**src/rtl/mccoy_pkg.sv**
```systemverilog
`default_nettype none
// +------------------------------------------------------------------+
// | mccoy_pkg : opcode/state encodings and operand-extension helpers  |
// | Revision  : 1.0                                                   |
// +------------------------------------------------------------------+
package mccoy_pkg;

   typedef enum logic [2:0] {
      OP_LDR = 3'd0,
      OP_STR = 3'd1,
      OP_LDI = 3'd2,
      OP_ADD = 3'd3,
      OP_NOT = 3'd4,
      OP_BEZ = 3'd5,
      OP_JA  = 3'd6,
      OP_HLT = 3'd7
   } opcode_e;

   typedef enum logic [0:0] {
      ST_RUN  = 1'b0,
      ST_HALT = 1'b1
   } state_e;

   // Bit i of a fw-bit field sign-extended to any width.
   function automatic logic sx_bit(input logic [31:0] f, input int unsigned fw,
                                   input int unsigned i);
      return (i < fw) ? f[i] : f[fw-1];
   endfunction

   // Bit i of a w-bit value zero-extended (or truncated) to any width.
   function automatic logic zx_bit(input logic [31:0] v, input int unsigned w,
                                   input int unsigned i);
      return (i < w) ? v[i] : 1'b0;
   endfunction

endpackage
`default_nettype wire

```
**src/rtl/mccoy_regfile.sv**
```systemverilog
`default_nettype none
// +------------------------------------------------------------------+
// | mccoy_regfile : async-read / sync-write register file, sync clear |
// | Revision      : 1.0                                               |
// +------------------------------------------------------------------+
module mccoy_regfile #(
   parameter  int DATA_W = 8,
   parameter  int NREGS  = 8,
   localparam int AW     = $clog2(NREGS)
) (
   input  logic              clk,
   input  logic              reset,
   input  logic              we,
   input  logic [AW-1:0]     waddr,
   input  logic [DATA_W-1:0] wdata,
   input  logic [AW-1:0]     raddr,
   output logic [DATA_W-1:0] rdata
);

   logic [DATA_W-1:0] mem_q [NREGS];
   logic [DATA_W-1:0] mem_d [NREGS];

   always_comb begin
      mem_d = mem_q;
      if (we) mem_d[waddr] = wdata;
   end

   always_ff @(posedge clk) begin
      if (reset) begin
         for (int i = 0; i < NREGS; i++) mem_q[i] <= '0;
      end else begin
         mem_q <= mem_d;
      end
   end

   assign rdata = mem_q[raddr];

endmodule
`default_nettype wire

```
**src/rtl/mccoy_core.sv**
```systemverilog
`default_nettype none
// +------------------------------------------------------------------+
// | mccoy_core : stallable accumulator core with RUN/HALT control     |
// | Revision   : 1.0                                                  |
// +------------------------------------------------------------------+
module mccoy_core
   import mccoy_pkg::*;
#(
   parameter  int DATA_W  = 8,
   parameter  int PC_W    = 8,
   parameter  int NREGS   = 8,
   localparam int REG_AW  = $clog2(NREGS),
   localparam int INSTR_W = 3 + REG_AW
) (
   input  logic               clk,
   input  logic               reset,
   input  logic [INSTR_W-1:0] instr,
   input  logic               instr_valid,
   output logic               instr_ready,
   input  logic               resume,
   output logic [PC_W-1:0]    pc,
   output logic [DATA_W-1:0]  acc,
   output logic               halted
);

   state_e              state_q, state_d;
   logic [PC_W-1:0]     pc_q, pc_d;
   logic [DATA_W-1:0]   acc_q, acc_d;

   opcode_e             op;
   logic [REG_AW-1:0]   fld;
   logic                accept;
   logic                rf_we;
   logic [DATA_W-1:0]   rf_rdata;
   logic [DATA_W-1:0]   imm_acc;
   logic [PC_W-1:0]     imm_pc;
   logic [PC_W-1:0]     ja_pc;
   logic [PC_W-1:0]     pc_inc;

   assign op     = opcode_e'(instr[2:0]);
   assign fld    = instr[INSTR_W-1:3];
   assign accept = instr_valid && (state_q == ST_RUN);
   assign pc_inc = pc_q + PC_W'(1);

   mccoy_regfile #(
      .DATA_W (DATA_W),
      .NREGS  (NREGS)
   ) u_rf (
      .clk   (clk),
      .reset (reset),
      .we    (rf_we),
      .waddr (fld),
      .wdata (acc_q),
      .raddr (fld),
      .rdata (rf_rdata)
   );

   // Operand widening: immediates sign-extend, jump targets zero-extend.
   always_comb begin
      imm_acc = '0;
      imm_pc  = '0;
      ja_pc   = '0;
      for (int i = 0; i < DATA_W; i++) imm_acc[i] = sx_bit(32'(fld), REG_AW, i);
      for (int i = 0; i < PC_W; i++) begin
         imm_pc[i] = sx_bit(32'(fld), REG_AW, i);
         ja_pc[i]  = zx_bit(32'(rf_rdata), DATA_W, i);
      end
   end

   always_comb begin
      state_d = state_q;
      pc_d    = pc_q;
      acc_d   = acc_q;
      rf_we   = 1'b0;
      case (state_q)
         ST_RUN: begin
            if (accept) begin
               pc_d = pc_inc;
               case (op)
                  OP_LDR: acc_d = rf_rdata;
                  OP_STR: rf_we = 1'b1;
                  OP_LDI: acc_d = imm_acc;
                  OP_ADD: acc_d = acc_q + rf_rdata;
                  OP_NOT: acc_d = ~acc_q;
                  OP_BEZ: if (acc_q == '0) pc_d = pc_q + imm_pc;
                  OP_JA:  pc_d = ja_pc;
                  OP_HLT: state_d = ST_HALT;
                  default: ;
               endcase
            end
         end
         ST_HALT: if (resume) state_d = ST_RUN;
         default: state_d = ST_RUN;
      endcase
   end

   always_ff @(posedge clk) begin
      if (reset) begin
         state_q <= ST_RUN;
         pc_q    <= '0;
         acc_q   <= '0;
      end else begin
         state_q <= state_d;
         pc_q    <= pc_d;
         acc_q   <= acc_d;
      end
   end

   assign instr_ready = (state_q == ST_RUN);
   assign halted      = (state_q == ST_HALT);
   assign pc          = pc_q;
   assign acc         = acc_q;

endmodule
`default_nettype wire

```
**config.mk**
```make
export PLATFORM = sky130hd
export DESIGN_NAME = mccoy_core
export DESIGN_NICKNAME = d
export VERILOG_FILES = /design/src/rtl/mccoy_pkg.sv /design/src/rtl/mccoy_regfile.sv /design/src/rtl/mccoy_core.sv
export SDC_FILE = /design/constraint.sdc
export NUM_CORES = 1
export LEC_CHECK = 0
export ABC_AREA = 1
export CAP_MARGIN = 10
export CORE_ASPECT_RATIO = 0.8
export CORE_MARGIN = 2
export CORE_UTILIZATION = 40
export DETAILED_ROUTE_END_ITERATION = 8
export PLACE_DENSITY = 0.64
export SETUP_SLACK_MARGIN = 0.1
export SYNTH_ARGS = -nofsm -noshare
export SYNTH_HDL_FRONTEND = slang
export SYNTH_SLANG_ARGS = --single-unit
```
**constraint.sdc**
```tcl
create_clock -name clk -period 4.2 [get_ports clk]
set_input_delay 0.63 -clock clk [delete_from_list [all_inputs] [get_ports clk]]
set_output_delay 0.63 -clock clk [all_outputs]
set_load 0.02 [all_outputs]
```
== Word level (Yosys, flattened, before mapping) ==
Cells that the tools add are included.
Storage, ports and cells
  word-level logic and storage cells: 49
  output and inout port bits: 18
  bits in registers: 81
Cells by class
  equality and inequality tests: 7
  muxes and demuxes: 16
  bitwise logic cells: 3
  add/sub/neg operators: 3
  reduce and logical (&&, ||, !) cells: 7
  order comparisons: 2
Operator list (count)
  $bwmux 64: 1
  $mux 8: 4
  $pmux 8 s4: 1
  $bmux 8 s3: 1
  $demux 8 s3: 1
  $add 8x8->8: 2
  $pmux 8 s2: 1
  $eq 3x3->1 const B: 4
  $add 8x1->8 const B: 1
  $logic_not 8->1: 1
  $not 8->8: 1
  $eq 3x2->1 const B: 2
  $mux 1: 6
  $ge 4x4->1 const B: 1
  $lt 4x1->1 const B: 1
  $not 3->4: 1
  $reduce_bool 4->1: 1
  $eq 3x1->1 const B: 1
  $logic_not 3->1: 1
  $reduce_and 3->1: 1
  $logic_and 1x1->1: 2
  $pmux 1 s2: 1
  $reduce_and 2->1: 1
  $not 1->1: 1

== Depth between registers and ports, before layout ==
  word-level depth: 6
  depth in mapped cells: 21
  depth with buffers taken out: 20

== Modules after synthesis ==
A second synthesis with hierarchy kept.
Unflattened totals
  cell total of the unflattened synthesis: 825
  area, all modules: 5220.0 µm²
By module, submodules not included
  mccoy_regfile: seq. area each 1281.2 µm², times used 1, area an instance 3189.3 µm², cells each 504
  mccoy_core: seq. area each 340.3 µm², times used 1, area an instance 2030.7 µm², cells each 321

== Worst setup path after synthesis ==
OpenSTA, ideal clock, no wires.
  path type: input to register
  start point: input instr[4]
  end point: register acc_q[4], in the netlist acc[4]
  slack: 1303 ps
  buffers on the path: 1
  data required time: 4068 ps
  arrival: 2765 ps
  stages: 21
  library setup time: 132 ps
  path through: buf_2 > inv_1 > nand2_1 > nor2_1 > nand2_1 > nand2_1 > a21oi_1 > nand3_1 > ha_1 > inv_1 > fa_1 > inv_1 > nand2_1 > nand2_1 > nand2_1 > nand2_1 > a21oi_1 > o21ai_0 > a21oi_1 > o21ai_0 > a21oi_1
Between the ends
  cells in the longest elaborated chain, start to end: 6
RTL lines
  start, declared: RTL line mccoy_core.sv:17  | input logic [INSTR_W-1:0] instr,
  $not 3->4 (implied by the code) (*): RTL line mccoy_regfile.sv:36  | assign rdata = mem_q[raddr];
  $bmux 8 s3 (*): RTL line mccoy_regfile.sv:36
  $mux 8 (implied by the code) (*) (2 in series): RTL line mccoy_regfile.sv:36
  $add 8x8->8: RTL line mccoy_core.sv:83  | OP_ADD: acc_d = acc_q + rf_rdata;
  $pmux 8 s4 (*): RTL line mccoy_core.sv:79  | case (op)
  end signal, assigned: RTL line mccoy_core.sv:101  | acc_q <= '0;
  end signal, assigned: RTL line mccoy_core.sv:105  | acc_q <= acc_d;
  end, declared: RTL line mccoy_core.sv:28  | logic [DATA_W-1:0] acc_q, acc_d;
Every way passes the cells marked *; elsewhere a longest branch is shown, timed or not. The select of a mux whose other input is x is not followed.
A chain may end at the register's enable or synchronous reset.

== Worst setup path in the final report ==
  start point: input instr[5]
  end point: register acc_q[4], in the netlist acc[4]
Between the ends
  cells in the longest elaborated chain, start to end: 6
RTL lines (RTL line)
  $not 3->4 (implied by the code): mccoy_regfile.sv:36
  $bmux 8 s3: mccoy_regfile.sv:36
  $mux 8 (implied by the code) (2 in series): mccoy_regfile.sv:36
  $add 8x8->8: mccoy_core.sv:83
  $pmux 8 s4 (*): mccoy_core.sv:79
Marked as above.

==> results by group <==
Run status
  – Status: completed

Routing
  – Wirelength per Cell: 16.6 um
  – Initial DRT Pass Iterations: 5
  – Via density per instance: 5.55
  – Initial drt markers: between 500 and 600
  – Routed wire length: ~14000 um
  – DR DRC count: 0
  – Remaining antenna violation count: 0
  – Vias post-DR: about 4600

Clock tree
  – Clock transition at path regs: 60 ps
  – Htree depth: 3
  – Clock buffer depth: 2
  – Post-CTS setup buffer count: 0
  – CTS buffer count: 9
  – TritonCTS clock tree: built
  – Clock root buffer: clkbuf_16
  – Worst skew pair latency: roughly 350 ps
  – Post-CTS Hold Buffers: 0
  – CTS-repair resized insts: 0
  – Clock Sinks: slightly above 80

Worst hold path
  – Hold path startpoint: u_rf.mem_q[9]$_SDFFE_PP0P_
  – Hold WC Path Type: reg2reg

Timing
  – Slew Limit Fails: 0
  – Fmax: 289 MHz
  – Unrepaired setup endpoints after global routing: false
  – Final hold viol count: 0
  – Worst Max-Slew Pin Slew: roughly 630 ps
  – Fin crit period: between 3000 and 4000 ps
  – Setup Skew: ~7.7 ps
  – Finish-stage setup viols: 0
  – Post-route setup TNS: 0 ps
  – Slew headroom: a little under three fifths
  – Fin crit share: roughly 80%

Setup path
  – Largest delay share family, worst path: simple AND/OR/NAND/NOR gates
  – Crit path from: instr[5]
  – Crit-path max cell delay: roughly 630 ps
  – WP data required: about 4400 ps
  – Crit. End Element: flip-flop
  – Slowest CP cell: clkdlybuf4s50_1
  – Type of origin of the critical path: primary input
  – Cell Chain, Critical Path: clkdlybuf4s50_1 -> nand2_1 -> nor2_1 -> nand2_1 -> nand2_1 -> a21oi_1 -> nand3_1 -> ha_1 -> inv_1 -> fa_1 -> inv_1 -> nand2_1 -> nand2_1 -> nand2_1 -> nand2_1 -> a21oi_1 -> o21ai_0 -> a21oi_1 -> o21ai_0 -> a21oi_1
  – Worst EP arrival: 3670 ps
  – Combined buffer and inverter count along the critical path: 3
  – Worst r2r src: u_rf.mem_q[4]$_SDFFE_PP0P_
  – Cell with the most instances on the worst path: nand2_1
  – CP max FO: 7
  – Worst setup path class: in2reg

Power
  – Switching Power: approximately 0.00053 W
  – Peak VDD IR: ~250 uV
  – Int Power: approximately 0.0015 W
  – Switching share of power: 26.4%
  – P_leak: approximately 2.2 nW
  – Comb power frac: a little over an eighth
  – Clock network power share: 46.4%
  – Overall Power: 0.00200 W
  – Pwr/cell area: approximately 380 nW/um^2
  – Part of the power in registers: roughly two fifths

Floorplan
  – Die H: slightly below 100 um
  – # rows: 34
  – I/O pins: 28
  – Die area: approximately 12000 um^2
  – Die X: between 100 and 150 um
  – Core ar.: 10900 um^2
  – Starting density of the core: roughly 41%

Logic synthesis
  – Post-synth EDFFs: 0
  – Mapped cell area: 4490 um^2
  – Mapped Nets: between 600 and 700
  – Ys async rst share: 0%
  – Main synth FF type: dfxtp_1
  – Unique masters post-synth: 38
  – Cell taking the most area after synthesis: dfxtp_1
  – Post-synthesis cell count: 646
  – #FFs+latches synth: just over 80
  – Register area share after synthesis: 36.1%
  – Yosys warns: 0
  – Area contributors post-synth: dfxtp_1 (36%), a21oi_1 (11%), nand2_1 (11%)
  – Avg Cell Area, Syn: 6.95 um^2
  – Post-synth top area share: 36.1%

Global routing
  – GRT Util Overall: a little under a quarter
  – Maximum number of pins on one net before global-route repair: 69
  – First-pass GRT wire length: around 22000 um
  – Initial antenna violation count: 0
  – Number of global-route vias before repair: around 4300
  – Grt ovf: 0

Place
  – Gpl congestion: about 0.90
  – Buffers on Ports: 27
  – Placed cell area: around 4900 um^2
  – DPL Wire Length: ~9900 um

Job
  – Max-Cap Viols: 0

Layout
  – Post-route cell area: around 5300 um^2
  – Area growth syn-to-layout: 16.9%
  – # diodes: 0
  – # nets final: 700
  – Share of layout cells above drive strength 1: slightly above 6%
-- final cells by class --
| cell class | instances | area, um^2 |
|---|---|---|
| Clock inverter | 6 | 114 |
| Timing Repair Buffer | 38 | 353 |
| Clock buffer | 10 | 239 |
| Multi-Input combinational cell | 471 | 2470 |
| Sequential cell | 81 | 1620 |
| Inverter | 72 | 273 |
| Tap cell | 144 | 180 |
| Fill cell | 1092 | 5640 |
-- worst paths after layout --
kind | end | slack, ps | depth (start not counted)
max reg2reg | acc[7]$_SDFFE_PP0P_ | 1850 | 14
min | u_rf.mem_q[9]$_SDFFE_PP0P_ | 460 | 2
max | acc[4]$_SDFFE_PP0P_ | 740 | 20
min reg2reg | u_rf.mem_q[9]$_SDFFE_PP0P_ | 460 | 2
-- per-layer routing --
| layer | track usage [%] | share of wire, % |
|---|---|---|
| met5 | 0 | 0 |
| met4 | 9.46 | 2.2 |
| met3 | 5.09 | 7.4 |
| met2 | 34.6 | 41 |
| met1 | 34.5 | 49 |
-- registers in the layout (all words and copies together), names as in the netlist --
register	cells
u_rf.mem_q	64
acc	8
pc	8
halted	1
-- power by group through the flow --
stage	registers [W]	logic, W	clock network, W
after detailed placement	0.000823	0.000261	0
final	0.000807	0.000266	0.000928
after global placement	0.000823	0.000260	0
after floorplan	0.000828	0.000160	0
after global routing	0.000809	0.000296	0.000973
after CTS	0.000806	0.000262	0.000944
-- Yosys cell counts (3+ instances only) --
cell type / count
nand3_1: 34
clkbuf_1: 10
inv_1: 65
nand2_1: 129
nor2_1: 41
buf_6: 4
o21ai_1: 12
buf_2: 7
nor3_4: 5
xor2_1: 7
ha_1: 15
o2bb2ai_1: 3
dfxtp_1: 81
o21ai_0: 79
o211ai_1: 5
inv_2: 3
nand4_1: 10
clkinv_1: 3
a21oi_1: 103
a31oi_1: 4
-- worst reg2reg max path, stage by stage, from the launching register on --
cell and delay, ps:
dfxtp_1 300, inv_1 80, nor2_1 60, a211oi_1 350, nand2_1 230, ha_1 400
a21oi_1 190, o21ai_0 100, nor2_1 130, inv_1 60, nand3_1 80, nand3_1 70
nand2_1 60, nand2_1 50, a21oi_1 110
-- logic make-up (layout without fill, tap and decap cells) --
group | count (synthesis) | in the layout | synth area share, %
compound gates | 219 | 219 | 25.9
xor+xnor | 8 | 8 | 1.56
fa+ha+maj | 17 | 17 | 5.07
buf+inv | 94 | 126 | 8.86
flops | 81 | 81 | 36.1
simple gates | 227 | 227 | 22.5
-- layout by cell type (no fill, tap or decap), drive strengths merged, types with 3 or more instances in the layout --
cell / count
o211ai: 5
o2bb2ai: 3
clkinv: 3
a21oi: 103
o21ai: 91
ha: 15
nor3: 6
buf: 11
nand2: 129
nand3: 34
inv: 70
nand4: 10
clkdlybuf4s50: 27
nor2: 45
a31oi: 4
clkbuf: 10
bufinv: 3
dfxtp: 81
xor2: 7
-- per-stage QoR --
stage | setup slack, ps | util [%] | std cells | hold slack (ps)
2_1_floorplan | 1300 | - | 646 | 424
3_3_place_gp | 477 | 45.0 | 806 | 442
3_5_place_dp | 430 | 45.0 | 806 | 453
4_1_cts | 791 | 48.2 | 822 | 464
5_1_grt | 444 | 48.2 | 822 | 488
6_report | 739 | 48.2 | 822 | 462
Power figures use the tool's default switching activity.
